$ cat src/rtl/dice_serial_pkg.sv
// ----------------------------------------------------------------------------
// dice_serial_pkg : state encoding and default sizing shared by serial TX/RX.
// Rev 1.0
// ----------------------------------------------------------------------------
`default_nettype none

package dice_serial_pkg;

    localparam int DEF_CYCLES_PER_BIT = 10;
    localparam int DEF_DATA_W         = 7;

    typedef enum logic [2:0] {
        IDLE   = 3'd0,
        START  = 3'd1,
        SHIFT  = 3'd2,
        PARITY = 3'd3,
        STOP   = 3'd4
    } serial_state_e;

endpackage

`default_nettype wire

$ cat src/rtl/bit_timer.sv
// ----------------------------------------------------------------------------
// bit_timer : counts CYCLES_PER_BIT clocks and flags the last cycle of a bit.
// Rev 1.0
// ----------------------------------------------------------------------------
`default_nettype none

module bit_timer #(
    parameter int CYCLES_PER_BIT = 10
) (
    input  logic clk,
    input  logic reset_n,
    input  logic clear_i,
    output logic bit_tick_o
);

    localparam int               CNT_W    = $clog2(CYCLES_PER_BIT);
    localparam logic [CNT_W-1:0] LAST_CNT = CNT_W'(CYCLES_PER_BIT - 1);

    logic [CNT_W-1:0] cnt_q;
    logic [CNT_W-1:0] cnt_d;

    // Tick marks the final cycle of the current bit; the counter restarts at 0.
    assign bit_tick_o = (cnt_q == LAST_CNT);

    always_comb begin
        cnt_d = cnt_q + CNT_W'(1);
        if (clear_i || bit_tick_o) begin
            cnt_d = '0;
        end
    end

    always_ff @(posedge clk or negedge reset_n) begin
        if (!reset_n) begin
            cnt_q <= '0;
        end else begin
            cnt_q <= cnt_d;
        end
    end

endmodule

`default_nettype wire

$ cat src/rtl/piso.sv
// ----------------------------------------------------------------------------
// piso : parallel-in serial-out transmitter (start, LSB-first data, stop).
// Define PISO_PARITY_EN to add an even-parity bit before stop.  Rev 1.0
// ----------------------------------------------------------------------------
`default_nettype none

module piso
    import dice_serial_pkg::*;
#(
    parameter int CYCLES_PER_BIT = DEF_CYCLES_PER_BIT,
    parameter int DATA_W         = DEF_DATA_W
) (
    input  logic              clk,
    input  logic              reset_n,
    input  logic [DATA_W-1:0] i_data_in,
    input  logic              i_start,
    output logic              o_ready,
    output logic              o_data_out,
    output logic              o_done
);

    localparam int               BIT_W    = $clog2(DATA_W + 1);
    localparam logic [BIT_W-1:0] LAST_BIT = BIT_W'(DATA_W - 1);

    serial_state_e     state_q;
    serial_state_e     state_d;
    logic [DATA_W-1:0] shreg_q;
    logic [DATA_W-1:0] shreg_d;
    logic [BIT_W-1:0]  bit_cnt_q;
    logic [BIT_W-1:0]  bit_cnt_d;
    logic              line_q;
    logic              line_d;
    logic              bit_tick;
`ifdef PISO_PARITY_EN
    logic              parity_q;
    logic              parity_d;
`endif

    bit_timer #(
        .CYCLES_PER_BIT (CYCLES_PER_BIT)
    ) u_bit_timer (
        .clk        (clk),
        .reset_n    (reset_n),
        .clear_i    (state_q == IDLE),
        .bit_tick_o (bit_tick)
    );

    always_comb begin
        state_d   = state_q;
        shreg_d   = shreg_q;
        bit_cnt_d = bit_cnt_q;
`ifdef PISO_PARITY_EN
        parity_d  = parity_q;
`endif
        case (state_q)
            IDLE: begin
                bit_cnt_d = '0;
                if (i_start) begin
                    shreg_d = i_data_in;
`ifdef PISO_PARITY_EN
                    parity_d = ^i_data_in;
`endif
                    state_d = START;
                end
            end
            START: begin
                if (bit_tick) begin
                    bit_cnt_d = '0;
                    state_d   = SHIFT;
                end
            end
            SHIFT: begin
                if (bit_tick) begin
                    if (bit_cnt_q == LAST_BIT) begin
`ifdef PISO_PARITY_EN
                        state_d = PARITY;
`else
                        state_d = STOP;
`endif
                    end else begin
                        shreg_d   = shreg_q >> 1;
                        bit_cnt_d = bit_cnt_q + BIT_W'(1);
                    end
                end
            end
`ifdef PISO_PARITY_EN
            PARITY: begin
                if (bit_tick) begin
                    state_d = STOP;
                end
            end
`endif
            STOP: begin
                if (bit_tick) begin
                    state_d = IDLE;
                end
            end
            default: begin
                state_d = IDLE;
            end
        endcase
    end

    // The line register loads the level belonging to the next state, so it
    // changes on the same edge as the state and never glitches.
    always_comb begin
        line_d = 1'b1;
        case (state_d)
            START:  line_d = 1'b0;
            SHIFT:  line_d = shreg_d[0];
`ifdef PISO_PARITY_EN
            PARITY: line_d = parity_d;
`endif
            default: line_d = 1'b1;
        endcase
    end

    always_ff @(posedge clk or negedge reset_n) begin
        if (!reset_n) begin
            state_q   <= IDLE;
            shreg_q   <= '0;
            bit_cnt_q <= '0;
            line_q    <= 1'b1;
`ifdef PISO_PARITY_EN
            parity_q  <= 1'b0;
`endif
        end else begin
            state_q   <= state_d;
            shreg_q   <= shreg_d;
            bit_cnt_q <= bit_cnt_d;
            line_q    <= line_d;
`ifdef PISO_PARITY_EN
            parity_q  <= parity_d;
`endif
        end
    end

    assign o_ready    = (state_q == IDLE);
    assign o_data_out = line_q;
    assign o_done     = (state_q == STOP) && bit_tick;

endmodule

`default_nettype wire

$ cat config.mk
export PLATFORM = sky130hd
export DESIGN_NAME = piso
export DESIGN_NICKNAME = d
export VERILOG_FILES = /design/src/rtl/dice_serial_pkg.sv /design/src/rtl/bit_timer.sv /design/src/rtl/piso.sv
export SDC_FILE = /design/constraint.sdc
export NUM_CORES = 1
export LEC_CHECK = 0
export CORE_MARGIN = 1
export CORE_UTILIZATION = 50
export CTS_BUF_LIST = sky130_fd_sc_hd__clkbuf_16
export DETAILED_ROUTE_END_ITERATION = 10
export GPL_TIMING_DRIVEN = 0
export PLACE_DENSITY = 0.82
export SLEW_MARGIN = 30
export SYNTH_ARGS = -nofsm -noshare
export SYNTH_HDL_FRONTEND = slang
export SYNTH_SLANG_ARGS = --single-unit
export TNS_END_PERCENT = 20
$ cat constraint.sdc
create_clock -name clk -period 4.15 [get_ports clk]
set_input_delay 1.245 -clock clk [delete_from_list [all_inputs] [get_ports clk]]
set_output_delay 1.245 -clock clk [all_outputs]
set_load 0.005 [all_outputs]
After elaboration in Yosys (flattened, before gate mapping)
Index checks and enable logic that the tools add are counted.
{"block": "op_classes", "bitwise_logic": 0, "n_mux": 16, "mul": 0, "n_shift": 0, "addsub": 2, "magnitude_cmp": 0, "div_mod_pow": 0, "n_reduce_logical": 7, "eq_ne": 11}
{"cell": "$mux 3", "count": 8}
{"cell": "$mux 7", "count": 3}
{"cell": "$pmux 7 s2", "count": 1}
{"cell": "$pmux 3 s4", "count": 1}
{"cell": "$pmux 3 s3", "count": 1}
{"cell": "$ne 2x2->1 const B", "count": 4}
{"cell": "$reduce_and 4->1", "count": 2}
{"cell": "$eq 3x1->1 const B", "count": 2}
{"cell": "$eq 3x2->1 const B", "count": 2}
{"cell": "$eq 3x3->1 const B", "count": 2}
{"cell": "$add 4x1->4 const B", "count": 1}
{"cell": "$eq 4x4->1 const B", "count": 1}
{"cell": "$mux 4", "count": 1}
{"cell": "$add 3x1->3 const B", "count": 1}
{"cell": "$logic_not 3->1", "count": 1}
{"cell": "$reduce_bool 3->1", "count": 1}
{"cell": "$pmux 1 s2", "count": 1}
{"cell": "$reduce_bool 2->1", "count": 1}
{"cell": "$logic_and 1x1->1", "count": 1}
{"cell": "$logic_or 1x1->1", "count": 1}
{"block": "word_totals", "ff_bits": 18, "latchBits": 0, "mem_count": 0, "in_bits": 10, "elab_cells": 42, "out_inout_bits": 3, "ramBits": 0, "romBits": 0}

Logic depth before layout (Yosys ltp)
Gate-level depths: netlist of the first run.
{"block": "depth", "word_depth": 6, "ltp_mapped": 7, "ltp_nobuf": 6}

By module
From an unflattened synthesis of the first run, not the netlist that was laid out.
{"block": "unflattened", "hier_cells": 94, "area_unflattened_um2": 934.6}
{"mod": "piso", "seq_area_each_um2": 351.6, "instances": 1, "area_per_inst_um2": 730.7, "cells_each": 74}
{"mod": "bit_timer", "seq_area_each_um2": 100.1, "instances": 1, "area_per_inst_um2": 203.9, "cells_each": 20}

Worst setup path after synthesis of the first run
OpenSTA, ideal clock, no wires.
{"block": "synth_timing", "path_kind": "register to output", "from": "register u_bit_timer.cnt_q[1]", "to": "output port o_done", "required_time_ns": 2.905, "n_path_buf": 0, "slack_ns": 2.013, "path_stages_with_launch": 5, "t_arrival_ns": 0.892, "cell_sequence": "dfrtp_1 -> inv_1 -> ha_1 -> nand3b_1 -> nor4_1"}
{"block": "synth_between", "elab_chain_cells": 2}
{"item": "start: declaration", "line_no": "bit_timer.sv:19", "rtl": "logic [CNT_W-1:0] cnt_q;"}
{"item": "start signal: assignment", "line_no": "bit_timer.sv:36", "rtl": "cnt_q <= cnt_d;"}
{"item": "$eq 4x4->1", "line_no": "bit_timer.sv:23", "rtl": "assign bit_tick_o = (cnt_q == LAST_CNT);"}
{"item": "$logic_and 1x1->1", "line_no": "piso.sv:140", "rtl": "assign o_done = (state_q == STOP) && bit_tick;"}
{"item": "end: declaration", "line_no": "piso.sv:19", "rtl": "output logic o_done"}
Every way passes these cells.

Worst setup path after layout of the first run
Ends and elaborated chain as after synthesis.

==> flow_summary.ini, run 1 <==
[floorplan]
die_h_um = 45.5
ios = 13
dieArea_um2 = 2070
start_util_pct = 54.2
die_w_um = 45.5
rows = 15
coreArea_um2 = 1750

[cts]
clock_latency_ns = 0.25
clock_path_buffers = 2
cts_tree = done
ctsRootBufferMaster = clkbuf_16
h-tree-depth = 1
cts_sinks = 18
post_cts_resized = 0
numCtsBuffers = 3
path_clk_slew_ns = 0.05
cts_hold_buf = 0
cts_setup_buffers = 0

[sta]
rsz0062_at_grt = false
fin_crit_sh_pct = 71.6
max_freq_mhz = 337
setup_tns_ns = 0
skew_ns = 0.00318
slew_headroom_pct = 47.1
hold_viol_final = 0
min_period_ns = 2.97
finalSetupViolCount = 0
fin_hold_ws_ns = 0.479
worst_pin_slew_ns = 0.791
finalMaxSlewViolations = 0

[placed_design]
dp_hpwl_um = 1170
place_congestion = 0.716
io_buffers = 12

[power_and_ir_drop]
vdd_ir_drop_max_v = 0.000526
leakagePower_nw = 0.507
p_per_area_nw_per_um2 = 608

[synthesis]
ys_seq_area_share_pct = 47.8
ys_warn_count = 0
synth_nets = 101
async_flop_share_pct = 100
synth_flop_cell = dfrtp_1
synth_cell_types = 30
synth_common_cells = 17 x dfrtp_1, 16 x nand2_1, 6 x nor2_1
postSynthCellCount = 87
synth-edff-count = 0
synth_most_common_cell = dfrtp_1
syn_avg_cell_area_um2 = 10.9
netlist_area_um2 = 946
synth-seq-cells = 18
yosys-top-cells-area = dfrtp_1 45%, nand2_1 6.3%, ha_1 5.3%
synth_top_area_cell = dfrtp_1
synth_top_area_share_pct = 45.0

[outcome]
status = completed

[grt]
grt_pass1_wl_um = 2750
grt_pass1_vias = 632
grt_max_degree = 19
grt.overflow.total = 0
gr-usage-all-layers_pct = 19.1
antenna_found_initial = 0

[detailed_routing]
wl_per_cell_um = 13.5
vias = 679
drc = 0
first_pass_iters = 4
drtIter0Drc = 10
vias_per_cell = 5.30
detail-route-antenna-nets = 0
wl_um = 1730

[setup_path]
cp.arrival_ns = 1.72
crit_fanout = 3
startpoint_type = flip-flop
end_kind = primary output
worstPathRequired_ns = 2.90
crit_type = reg2out

[final_layout]
drive_gt1_share_pct = 15.5
fin_nets = 118
area_growth_pct = 24.3
n_antenna_cell = 0
nFillCells = 140

[flow_run]
cap_violations = 0

[hold_path]
hold_class = reg2reg
[worst paths after layout]
path,startpoint,end,slack (ns),depth (start not counted)
worst max-delay path,u_bit_timer.cnt_q[1],o_done,1.18,5
worst min-delay path,shreg_q[2],shreg_q[2],0.48,2
worst max register to register,u_bit_timer.cnt_q[0],shreg_q[0],2.49,6
worst min register to register,shreg_q[2],shreg_q[2],0.48,2
max in group asynchronous,reset_n,bit_cnt_q[2],2.19,1
min in group asynchronous,reset_n,bit_cnt_q[1],1.46,1
[per-stage QoR]
stage	cells	cell area, µm²	utilization [%]	total power (W)	setup WS (ns)
2_1_floorplan	87	946	-	0.000457	2.01
3_3_place_gp	124	1100	62.9	0.000511	1.43
3_5_place_dp	124	1100	62.9	0.000527	1.39
4_1_cts	128	1180	67.4	0.000723	1.16
5_1_grt	128	1180	67.4	0.000757	1.07
6_report	128	1180	67.4	0.000715	1.18
[flip-flops by register name (all words and copies together), names as in the netlist]
name               count
shreg_q                7
u_bit_timer.cnt_q      4
bit_cnt_q              3
state_q                3
o_data_out             1
[cell usage in the layout, fill, tap and decap left out, types with 2 or more instances in the layout]
| master | count |
|---|---|
| nand2b_1 | 4 |
| o21ai_0 | 2 |
| o32ai_1 | 2 |
| nand3_1 | 3 |
| inv_1 | 5 |
| a21oi_1 | 2 |
| nand2_1 | 16 |
| dfrtp_1 | 17 |
| clkbuf_16 | 3 |
| ha_1 | 4 |
| buf_6 | 3 |
| a22oi_1 | 5 |
| nor2_1 | 6 |
| clkdlybuf4s50_1 | 12 |
[routing by layer]
metal	global-route usage, %	vias up	wire length, µm
li1	-	337	-
met4	12.1	0	10
met1	24.7	329	795
met2	28.9	11	876
met3	3.97	2	46
met5	0	-	0
[final cells by class]
type | instances | area [µm²] | share of cell area [%]
clock inverter | 1 | 3.75 | 0.319
multi-input combinational | 60 | 437 | 37.1
clock buffer | 3 | 75.1 | 6.38
timing repair buffer | 12 | 120 | 10.2
inverter | 5 | 18.8 | 1.60
buffer | 4 | 38.8 | 3.30
tap | 25 | 31.3 | 2.66
sequential | 18 | 452 | 38.4
[power breakdown]
part | leakage (nW) | internal [W] | total [W] | switching (W)
Combinational | 0.242 | 0.000118 | 0.000244 | 0.000126
Sequential | 0.226 | 0.000239 | 0.000281 | 0.0000416
Clock | 0.0385 | 0.000128 | 0.000190 | 0.0000623
Total | 0.507 | 0.000485 | 0.000715 | 0.000230
[kinds of logic (layout without fill, tap and decap cells)]
family	after synthesis	in the layout	share of synthesized area [%]
compound gates	17	17	17.2
xor+xnor	2	2	1.85
fa+ha+maj	4	4	5.29
buf+inv	9	25	6.08
flops	18	18	47.8
simple gates	37	37	21.8
[critical path, cell delays in order (launching register included)]
cell,delay (ns)
dfrtp_1,0.39
inv_1,0.07
ha_1,0.15
nand3b_1,0.11
nor4_1,0.20
clkdlybuf4s50_1,0.55
(Power assumes the default switching activity.)
==> run 2: changes to the inputs <==
--- a/config.mk
+++ b/config.mk
@@ -6,11 +6,11 @@
 export NUM_CORES = 1
 export LEC_CHECK = 0
 export CORE_MARGIN = 1
-export CORE_UTILIZATION = 50
+export CORE_UTILIZATION = 47
 export CTS_BUF_LIST = sky130_fd_sc_hd__clkbuf_16
 export DETAILED_ROUTE_END_ITERATION = 10
 export GPL_TIMING_DRIVEN = 0
-export PLACE_DENSITY = 0.82
+export PLACE_DENSITY = 0.81
 export SLEW_MARGIN = 30
 export SYNTH_ARGS = -nofsm -noshare
 export SYNTH_HDL_FRONTEND = slang
==> constraint.sdc (replaced) <==
create_clock -name clk -period 2.5 [get_ports clk]
set_input_delay 0.75 -clock clk [delete_from_list [all_inputs] [get_ports clk]]
set_output_delay 0.75 -clock clk [all_outputs]
set_load 0.005 [all_outputs]
==> flow_summary.ini, run 2 (same netlist as run 1, synthesis figures left out) <==
[setup_path]
worstPathRequired_ns = 1.75
crit_chain = buf_2 -> nor3_1 -> clkdlybuf4s50_1
critPathTopFamily = buffers and inverters
cpPeakStageDelay_ns = 0.54
slowest_stage = clkdlybuf4s50_1
cp.arrival_ns = 1.53
crit_type = reg2out
crit_fanout = 7
path_buf_inv = 2
startpoint_type = flip-flop
end_kind = primary output

[sta]
fin_ws_ns = 0.221
finalSetupViolCount = 0
max_freq_mhz = 439
skew_ns = 0.00427
fin_crit_sh_pct = 91.2
hold_viol_final = 0
setup_tns_ns = 0
slew_headroom_pct = 46.0
finalMaxSlewViolations = 0
rsz0062_at_grt = false
min_period_ns = 2.28
worst_pin_slew_ns = 0.808

[power_and_ir_drop]
vdd_ir_drop_max_v = 0.000629
p_per_area_nw_per_um2 = 1000
leakagePower_nw = 0.529

[final_layout]
layout_commonest_cell = dfrtp_1
fin_nets = 118
final_cell_mix = 17 x dfrtp_1, 16 x nand2_1, 11 x clkdlybuf4s50_1, 6 x inv_1, 6 x nor2_1
n_antenna_cell = 0
largest_reg_flops = 7
drive_gt1_share_pct = 16.5
area_growth_pct = 25.3
regMostFlops = shreg_q
top_regs = shreg_q (7), u_bit_timer.cnt_q (4)
nFillCells = 140

[floorplan]
start_util_pct = 52.5
die_w_um = 46.9
dieArea_um2 = 2200
die_h_um = 46.9
ios = 13
coreArea_um2 = 1800
rows = 15

[placed_design]
dp_slack_ns = 0.221
io_buffers = 12
dp_hpwl_um = 1210
place_congestion = 0.840

[detailed_routing]
detail-route-antenna-nets = 0
wl_per_cell_um = 14.0
vias = 684
first_pass_iters = 6
drtIter0Drc = 22
drc = 0
wl_um = 1790
vias_per_cell = 5.34

[cts]
cts_setup_buffers = 0
cts_tree = done
clock_path_buffers = 2
clock_latency_ns = 0.25
numCtsBuffers = 3
path_clk_slew_ns = 0.05
ctsRootBufferMaster = clkbuf_16
cts_hold_buf = 0
h-tree-depth = 1
cts_sinks = 18

[grt]
grt_pass1_wl_um = 2980
antenna_found_initial = 0
grt_pass1_vias = 651
grt_max_degree = 19
gr-usage-all-layers_pct = 19.7
grt.overflow.total = 0

[outcome]
status = completed

[flow_run]
cap_violations = 0

[hold_path]
hold_class = reg2reg
==> run 2: changes by cell type in the layout (fill, tap and decap cells not counted), sizes merged <==
cell | previous run | this run
clkdlybuf4s50 | 12 | 11
clkinv | 1 | 0
dlymetal6s2s | 0 | 1
inv | 5 | 6
==> run 2: cell type report <==
cell class | instances | area [µm²] | area share (%)
sequential | 18 | 452 | 38.1
buffer | 4 | 38.8 | 3.27
clock buffer | 3 | 75.1 | 6.34
timing repair buffer | 12 | 123 | 10.3
tap | 25 | 31.3 | 2.64
multi-input combinational | 60 | 443 | 37.4
inverter | 5 | 18.8 | 1.58
clock inverter | 1 | 3.75 | 0.317
==> run 2: path summary, 6_finish.rpt <==
kind,start,endpoint,slack (ns),cells after the start
max in group asynchronous,reset_n,u_bit_timer.cnt_q[2],1.02,1
worst min-delay path,shreg_q[3],shreg_q[3],0.48,2
worst max register to register,u_bit_timer.cnt_q[1],bit_cnt_q[1],0.80,6
worst min register to register,shreg_q[3],shreg_q[3],0.48,2
worst max-delay path,state_q[2],o_ready,0.22,3
min in group asynchronous,reset_n,bit_cnt_q[0],0.98,1
==> run 2: metrics by stage <==
stage               total power, W  hold slack (ns)  cell area, µm²  util [%]  cells
CTS                        0.00120            0.484            1180      65.6    128
global route               0.00126            0.499            1180      65.8    128
floorplan                 0.000759            0.447             946         -     87
global placement          0.000848            0.459            1100      60.9    124
detailed placement        0.000872            0.472            1100      60.9    124
finish                     0.00119            0.479            1180      65.8    128
==> run 2: where the power goes <==
part / switching, W / leakage (nW) / internal (W)
clock: 0.000103 / 0.0423 / 0.000212
combinational: 0.000213 / 0.261 / 0.000196
sequential: 0.0000665 / 0.226 / 0.000397
total: 0.000382 / 0.529 / 0.000805
==> run 2: timing repair <==
item	4_1_cts	5_1_grt
setup endpoints to repair	1	1
hold endpoints to repair	0	0
gates resized for setup	1	1
==> run 2: per-layer routing <==
layer / track usage, % / wire length (µm) / up-vias
li1: - / - / 339
met1: 27.9 / 927 / 335
met2: 30.3 / 814 / 8
met3: 3.46 / 32 / 2
met4: 6.86 / 12 / 0
met5: 0 / 0 / -
==> run 2: tightest hold or removal path, delay by kind of cell (launching register included) <==
family	cells	cell delay, ns
flip-flops	1	0.33
AND/OR/NAND/NOR	2	0.11
==> run 3: changes to the inputs <==
--- a/config.mk
+++ b/config.mk
@@ -11,7 +11,6 @@
 export DETAILED_ROUTE_END_ITERATION = 10
 export GPL_TIMING_DRIVEN = 0
 export PLACE_DENSITY = 0.81
-export SLEW_MARGIN = 30
 export SYNTH_ARGS = -nofsm -noshare
 export SYNTH_HDL_FRONTEND = slang
 export SYNTH_SLANG_ARGS = --single-unit
==> results of run 3 <==
Final layout, timing and power as in run 2 (identical DEF).
